**config.mk**
```make
export PLATFORM = sky130hd
export DESIGN_NAME = vga_sync_gen
export DESIGN_NICKNAME = d
export VERILOG_FILES = /design/src/rtl/vga_sync_gen.sv
export SDC_FILE = /design/constraint.sdc
export NUM_CORES = 1
export LEC_CHECK = 0
export CAP_MARGIN = 20
export CORE_MARGIN = 10
export CORE_UTILIZATION = 54
export CTS_CLUSTER_DIAMETER = 30
export DETAILED_ROUTE_END_ITERATION = 8
export MAX_ROUTING_LAYER = met4
export PLACE_DENSITY_LB_ADDON = 0.3
export SLEW_MARGIN = 0
export SYNTH_ARGS = -nofsm -noshare
export SYNTH_HDL_FRONTEND = slang
export SYNTH_SLANG_ARGS = --single-unit
```
**constraint.sdc**
```tcl
create_clock -name clk -period 5.9 [get_ports clk]
set_input_delay 1.475 -clock clk [delete_from_list [all_inputs] [get_ports clk]]
set_output_delay 1.475 -clock clk [all_outputs]
set_load 0.05 [all_outputs]
```
**src/rtl/vga_sync_gen.sv**
```systemverilog
// vga_sync_gen: 640x480@60 Hz scan timing generator.
//   Divides clk into a one-cycle pixel tick and runs raw horizontal/vertical
//   scan counters covering the whole frame, including blanking.
// Ports:
//   clk        in   system clock, the only clock
//   reset      in   synchronous, active-high reset
//   hsync      out  horizontal sync, active low, registered
//   vsync      out  vertical sync, active low, registered
//   video_on   out  high while (x,y) lies in the visible area
//   p_tick     out  one-clk pulse every CLK_DIV clocks
//   x          out  horizontal scan counter, 0..H_TOTAL-1
//   y          out  vertical scan counter, 0..V_TOTAL-1
//   frame_end  out  high on the p_tick at which x,y wrap to 0,0
module vga_sync_gen #(
  parameter int H_DISPLAY = 640,
  parameter int H_FRONT   = 16,
  parameter int H_SYNC    = 96,
  parameter int H_BACK    = 48,
  parameter int V_DISPLAY = 480,
  parameter int V_FRONT   = 10,
  parameter int V_SYNC    = 2,
  parameter int V_BACK    = 33,
  parameter int CLK_DIV   = 4
) (
  input  logic       clk,
  input  logic       reset,
  output logic       hsync,
  output logic       vsync,
  output logic       video_on,
  output logic       p_tick,
  output logic [9:0] x,
  output logic [9:0] y,
  output logic       frame_end
);

  localparam int H_TOTAL = H_DISPLAY + H_FRONT + H_SYNC + H_BACK;
  localparam int V_TOTAL = V_DISPLAY + V_FRONT + V_SYNC + V_BACK;
  localparam int DIV_W   = (CLK_DIV > 2) ? $clog2(CLK_DIV) : 1;

  localparam logic [DIV_W-1:0] DIV_MAX = DIV_W'(CLK_DIV - 1);
  localparam logic [9:0] H_MAX    = 10'(H_TOTAL - 1);
  localparam logic [9:0] V_MAX    = 10'(V_TOTAL - 1);
  localparam logic [9:0] H_VIS    = 10'(H_DISPLAY);
  localparam logic [9:0] V_VIS    = 10'(V_DISPLAY);
  localparam logic [9:0] HS_FIRST = 10'(H_DISPLAY + H_FRONT);
  localparam logic [9:0] HS_LAST  = 10'(H_DISPLAY + H_FRONT + H_SYNC - 1);
  localparam logic [9:0] VS_FIRST = 10'(V_DISPLAY + V_FRONT);
  localparam logic [9:0] VS_LAST  = 10'(V_DISPLAY + V_FRONT + V_SYNC - 1);

  // The counters are 10 bits wide; larger totals cannot be represented.
  if (H_TOTAL > 1024 || V_TOTAL > 1024) begin : g_bad_total
    $error("vga_sync_gen: H_TOTAL/V_TOTAL must not exceed 1024");
  end
  if (CLK_DIV < 2) begin : g_bad_div
    $error("vga_sync_gen: CLK_DIV must be at least 2");
  end

  logic [DIV_W-1:0] div;
  logic [9:0]       x_next;
  logic [9:0]       y_next;
  logic             x_wrap;

  assign p_tick = (div == DIV_MAX);
  assign x_wrap = p_tick && (x == H_MAX);

  always_comb begin
    x_next = x;
    y_next = y;
    if (p_tick) begin
      x_next = x_wrap ? 10'd0 : x + 10'd1;
    end
    if (x_wrap) begin
      y_next = (y == V_MAX) ? 10'd0 : y + 10'd1;
    end
  end

  // Syncs are loaded from the next counter values so they change on the
  // same edge as x/y, with no one-pixel skew between sync and coordinates.
  always_ff @(posedge clk) begin
    if (reset) begin
      div   <= '0;
      x     <= '0;
      y     <= '0;
      hsync <= 1'b1;
      vsync <= 1'b1;
    end else begin
      div   <= p_tick ? '0 : div + DIV_W'(1);
      x     <= x_next;
      y     <= y_next;
      hsync <= !((x_next >= HS_FIRST) && (x_next <= HS_LAST));
      vsync <= !((y_next >= VS_FIRST) && (y_next <= VS_LAST));
    end
  end

  assign video_on  = (x < H_VIS) && (y < V_VIS);
  assign frame_end = x_wrap && (y == V_MAX);

endmodule

```
Word-level counts from Yosys, hierarchy flattened
Cells that the tools add are included.
W data, S select, Z words.
Word-level totals
  flip-flop bits (word level): 24
  input port bits: 2
  output and inout port bits: 25
Operators by class
  add/sub/neg operators: 3
  order comparisons: 6
  equal/unequal tests: 3
  mux-type cells: 4
  reductions and logical operators: 8
Operators by type and width (number)
  $mux W10: 4
  $add A10 B1 Y10 const B: 2
  $eq A10 B10 Y1 const B: 2
  $ge A10 B10 Y1 const B: 1
  $ge A10 B9 Y1 const B: 1
  $le A10 B10 Y1 const B: 1
  $le A10 B9 Y1 const B: 1
  $lt A10 B10 Y1 const B: 1
  $lt A10 B9 Y1 const B: 1
  $logic_and A1 B1 Y1: 5
  $add A2 B1 Y2 const B: 1
  $eq A2 B2 Y1 const B: 1
  $logic_not A1 Y1: 2
  $reduce_or A2 Y1: 1

Logic depth before layout (Yosys ltp)
Gate-level depths: netlist of run 1.
  depth in word-level cells: 7
  mapped depth: 7
  gate-level depth less buffers: 7

Least setup slack after synthesis of run 1
No wires, ideal clock.
  kind: reg2out
  start: register x[1]
  end: output port frame_end
  arrival time: 2.551 ns
  required time: 4.425 ns
  setup slack: 1.874 ns
  cell stages (with the launch flop): 6
  cell sequence: dfxtp_1 ha_1 nand3_1 or4_1 clkbuf_1 nor2_1
On the way
  word-level cells in the longest chain between the ends: 3
Ends and longest elaborated chain
  start, declared: line 31  | output logic [9:0] x,
  start signal, assigned: line 88  | x <= x_next;
  $eq A10 B10 Y1: line 64  | assign x_wrap = p_tick && (x == H_MAX);
  $logic_and A1 B1 Y1: line 64
  $logic_and A1 B1 Y1: line 96  | assign frame_end = x_wrap && (y == V_MAX);
  end, declared: line 33  | output logic frame_end
Every way passes these cells.

Worst setup path after layout of run 1
  start: register div[0]
  end: output port frame_end
On the way
  word-level cells in the longest chain between the ends: 3
Ends and longest elaborated chain
  start, declared: line 58  | logic [DIV_W-1:0] div;
  start signal, assigned: line 87  | div <= p_tick ? '0 : div + DIV_W'(1);
  $eq A2 B2 Y1: line 63  | assign p_tick = (div == DIV_MAX);
  $logic_and A1 B1 Y1: line 64
  $logic_and A1 B1 Y1: line 96
Every way passes these cells.

==> results.toml, run 1 <==
[grt]
grt_first_pass_wirelength_um = 5550
antenna_found_initial = 0
grt_overflow_total = 0
grt_usage_pct = 12.9
grt_max_degree = 24
grt_pass1_vias = 1210

[sta]
fmax_ghz = 0.223
rsz0062_at_grt = "no"
slew_headroom_pct = 42.2
worst_pin_slew_ns = 0.864
fin_crit_ns = 4.48
period_share_pct = 76.0
hold_viol_final = 0
drv_slew = 0
setup_violations = 0
skew_ns = 0.00645
fin_setup_tns_ns = 0

[die]
io_pins = 27
die_w_um = 70.7
die_area_um2 = 5000
rows = 18
initial_core_util_pct = 56.6
core_um2 = 2450
die_y_um = 70.7

[placement]
placed_area_um2 = 1640
place_congestion = 0.855
port_buffers = 26
dpl.hpwl_um = 2370

[routing]
drtIter0Drc = 144
drc = 0
routed_wl_um = 3260
post_drt_wl_per_cell_um = 15.0
via_per_inst = 6.09
drtAntennaViolNets = 0
first_pass_iters = 4
vias = 1322

[clock_tree]
path_clk_slew_ns = 0.12
cts_buffer_depth = 2
post_cts_resized = 0
clk_latency_ns = 0.31
post_cts_buffers = 0
ctsHtreeMaxLevel = 1
cts_tree = "done"
clock_sinks = 24
ctsHoldBuffers = 0
cts_buffers = 3
clockRootBuffer = "clkbuf_4"

[finish]
fin_area_um2 = 1670
fillers = 213
num_antenna_cells = 0
syn2layout_area_growth_pct = 19.9
final_util_pct = 67.8
drive_gt1_share_pct = 8.02
nNetsFinal = 195

[power_and_ir_drop]
cellLeakagePower_uw = 0.000577
vdd_drop_max_v = 0.000113
power.density_nw_per_um2 = 151

[yosys]
synthCells = 165
ys_seq_area_share_pct = 34.6
synth_area_um2 = 1390
synth_common_cells = "dfxtp_1, nor2_1, nand2_1"
ys_seq_elements = 24
synth_area_leader_cell = "dfxtp_1"
synthesis.nets = 171
yosysMostFrequentCell = "dfxtp_1"
synth_top_area_share_pct = 34.6
async_flop_share_pct = 0
yosys.cell_types.count = 42
ys.flop_type = "dfxtp_1"
syn_area_per_cell_um2 = 8.42
synth_edf_count = 0
ys_warn_count = 0
synth.top_cells.by_area = "dfxtp_1, xor2_1, nor2_1"

[worst_setup_path]
startpoint_type = "register"
cp_max_fo = 12
crit_type = "reg -> out"
cp-end-kind = "primary output"
regToRegSetupSlack_ns = 3.40
crit_required_ns = 4.43
crit_arrival_ns = 3.01

[min_path]
hold_path.class = "reg -> reg"

[job]
drv_cap = 0

[run_status]
status = "finished clean"
==> cells in the final DEF (no fill, tap or decap), types with 2 or more instances in the layout <==
cell type	count
nor2_1	14
and4_1	3
clkdlybuf4s50_1	26
mux2_2	2
o21ai_0	5
nand3b_1	2
or4_4	2
ha_1	4
nand4_1	5
dfxtp_1	24
and3_1	2
nand3_1	10
a31oi_1	2
nor4_1	3
or3_1	3
nor3_1	10
a21oi_1	10
xnor2_1	4
o2111ai_1	2
a311oi_1	2
and2_1	2
nor3b_1	5
inv_1	3
nand2_1	13
xor2_1	8
clkbuf_4	3
==> stage by stage <==
stage | hold slack, ns | std cells | total power (µW) | setup slack [ns]
5_1_grt | 0.453 | 217 | 261 | 1.22
3_5_place_dp | 0.417 | 213 | 184 | 1.75
6_report | 0.433 | 217 | 251 | 1.42
2_1_floorplan | 0.404 | 165 | 179 | 1.87
3_3_place_gp | 0.411 | 213 | 183 | 1.81
4_1_cts | 0.436 | 216 | 254 | 1.40
==> path summary, 6_finish.rpt <==
kind | cells after the start | end | start
hold reg to reg | 1 | div[0] | div[0]
setup / recovery | 5 | frame_end | div[0]
hold / removal | 1 | div[0] | div[0]
setup reg to reg | 6 | vsync | div[0]
==> critical path, cell delays in order, from the launching register on <==
cell and delay, ns:
dfxtp_1 0.35, ha_1 0.35, nand3_1 0.27, or4_1 0.76
nor2_1 0.15, clkdlybuf4s50_1 0.82
==> layout make-up <==
type | count | area, µm² | area share [%]
clock buffer | 3 | 22.5 | 1.35
inverter | 3 | 11.3 | 0.676
multi-input combinational | 129 | 841 | 50.5
sequential | 24 | 480 | 28.9
tap | 30 | 37.5 | 2.25
timing repair buffer | 28 | 273 | 16.4
==> kinds of logic after synthesis <==
kind of cell | count (synthesis) | synth area share (%)
fa+ha+maj | 4 | 3.60
xor+xnor | 12 | 7.57
mux | 2 | 1.62
simple gates | 84 | 34.8
buf+inv | 12 | 4.86
compound gates | 27 | 13.0
flops | 24 | 34.6
==> per-layer routing <==
layer  track usage [%]  wire length (µm)  vias up
met5                 -                 0        -
met4              3.66                29        0
met3              3.91               257        4
met2              21.5              1560       49
met1              14.6              1410      612
li1                  -                 -      657
==> sequential cells by signal, summed over array words and instances (netlist names) <==
signal  count
div         2
vsync       1
y          10
x          10
hsync       1
==> power by group <==
part / switching [µW] / leakage [µW] / total, µW / internal [µW]
registers: 1.30 / 0.000194 / 166 / 164
logic: 9.11 / 0.000370 / 14.4 / 5.24
clock network: 47.6 / 0.0000138 / 71.4 / 23.9
Note: power is estimated with default switching activity, not from simulation.
==> inputs of run 2 (changes only) <==
--- a/config.mk
+++ b/config.mk
@@ -7,7 +7,7 @@
 export LEC_CHECK = 0
 export CAP_MARGIN = 20
 export CORE_MARGIN = 10
-export CORE_UTILIZATION = 54
+export CORE_UTILIZATION = 51
 export CTS_CLUSTER_DIAMETER = 30
 export DETAILED_ROUTE_END_ITERATION = 8
 export MAX_ROUTING_LAYER = met4
==> constraint.sdc (replaced) <==
create_clock -name clk -period 4.5 [get_ports clk]
set_input_delay 1.125 -clock clk [delete_from_list [all_inputs] [get_ports clk]]
set_output_delay 1.125 -clock clk [all_outputs]
set_load 0.05 [all_outputs]
==> run 2 against run 1 <==
Sequential cell count is the same. Global-route usage grew 0.39 points. Highest routed layer unchanged. Largest cell class unchanged. Combinational power grew 31%.
==> results.toml, run 2 (synthesis results as in run 1) <==
[routing]
post_drt_wl_per_cell_um = 15.9
vias = 1301
drc = 0
first_pass_iters = 4
via_per_inst = 6.00
drtIter0Drc = 108
drtAntennaViolNets = 0
routed_wl_um = 3460

[worst_setup_path]
crit_arrival_ns = 3.11
crit_required_ns = 3.38
cp_max_fo = 12
cp-end-kind = "primary output"
startpoint_type = "register"
crit_type = "reg -> out"

[grt]
antenna_found_initial = 0
grt_overflow_total = 0
grt_usage_pct = 13.3
grt_pass1_vias = 1183
grt_first_pass_wirelength_um = 5690
grt_max_degree = 24

[power_and_ir_drop]
power.density_nw_per_um2 = 234
cellLeakagePower_uw = 0.000586
vdd_drop_max_v = 0.000215

[finish]
drive_gt1_share_pct = 8.02
final_common_cell = "clkdlybuf4s50_1"
ff_latch_area_um2 = 480
syn2layout_area_growth_pct = 21.7
num_antenna_cells = 0
nNetsFinal = 194
multiInputGateArea_um2 = 841
instances_no_fill = 217
final_cell_mix = "clkdlybuf4s50_1, dfxtp_1, nor2_1"
top_regs = "x: 10 flops, y: 10 flops, div: 2 flops"
fillers = 224
fin_area_um2 = 1690

[clock_tree]
cts_buffers = 3
post_cts_buffers = 0
cts_buffer_depth = 2
ctsHoldBuffers = 0
cts_tree = "done"
clockRootBuffer = "clkbuf_4"
post_cts_resized = 0
path_clk_slew_ns = 0.14
ctsHtreeMaxLevel = 1
clk_latency_ns = 0.32
clock_sinks = 24

[job]
drv_cap = 0

[sta]
hold_viol_final = 0
rsz0062_at_grt = "no"
skew_ns = 0.00682
setup_slack_ns = 0.267
setup_violations = 0
fmax_ghz = 0.236
drv_slew = 0
hold_ws_ns = 0.447
period_share_pct = 94.1
fin_crit_ns = 4.23
worst_pin_slew_ns = 0.908
fin_setup_tns_ns = 0
slew_headroom_pct = 38.9

[placement]
place_congestion = 0.892
post-place-ws_ns = 0.671
dpl.hpwl_um = 2500
dp_cells = 213
port_buffers = 26
placed_area_um2 = 1640

[die]
core_um2 = 2540
die_w_um = 72.2
rows = 18
initial_core_util_pct = 54.6
die_y_um = 72.2
die_area_um2 = 5210
io_pins = 27

[run_status]
status = "finished clean"

[min_path]
hold_path.class = "reg -> reg"
## run 2: metal layers
metal  vias to the layer above  part of all wire [%]  track usage [%]
met2                        44                    46             20.0
met1                       595                    46             17.5
li1                        658                     -                -
met3                         4                   7.0             2.72
met5                         -                     0                -
met4                         0                  0.90             3.87
## run 2: cell type report
cell class / count / share of cell area (%)
Clock inverter: 1 / 1.78
Clock buffer: 3 / 1.33
Timing Repair Buffer: 27 / 15.8
Multi-Input combinational cell: 129 / 49.7
Inverter: 3 / 0.666
Tap cell: 30 / 2.22
Sequential cell: 24 / 28.4
## run 2: final timing paths
path | cells past startpoint | end | slack, ns | from
hold / removal | 1 | div[0] | 0.45 | div[0]
hold reg to reg | 1 | div[0] | 0.45 | div[0]
setup reg to reg | 7 | y[7] | 1.66 | div[0]
setup / recovery | 5 | frame_end | 0.27 | div[0]
## run 2: through the flow
stage,util [%],power [µW]
floorplan,-,235
global placement,64.4,240
detailed placement,64.4,241
CTS,66.4,398
global route,66.4,407
finish,66.4,395
## run 2: critical path, cell delays in order (launching register included)
cell             delay, ns
dfxtp_1               0.37
ha_1                  0.37
nand3_1               0.27
or4_1                 0.77
nor2_1                0.18
clkdlybuf4s50_1       0.82
## run 2: power by group
group,switching [µW],internal [µW]
registers,1.82,216
clock network,68.8,90.1
logic,12.0,6.82
total,82.7,313
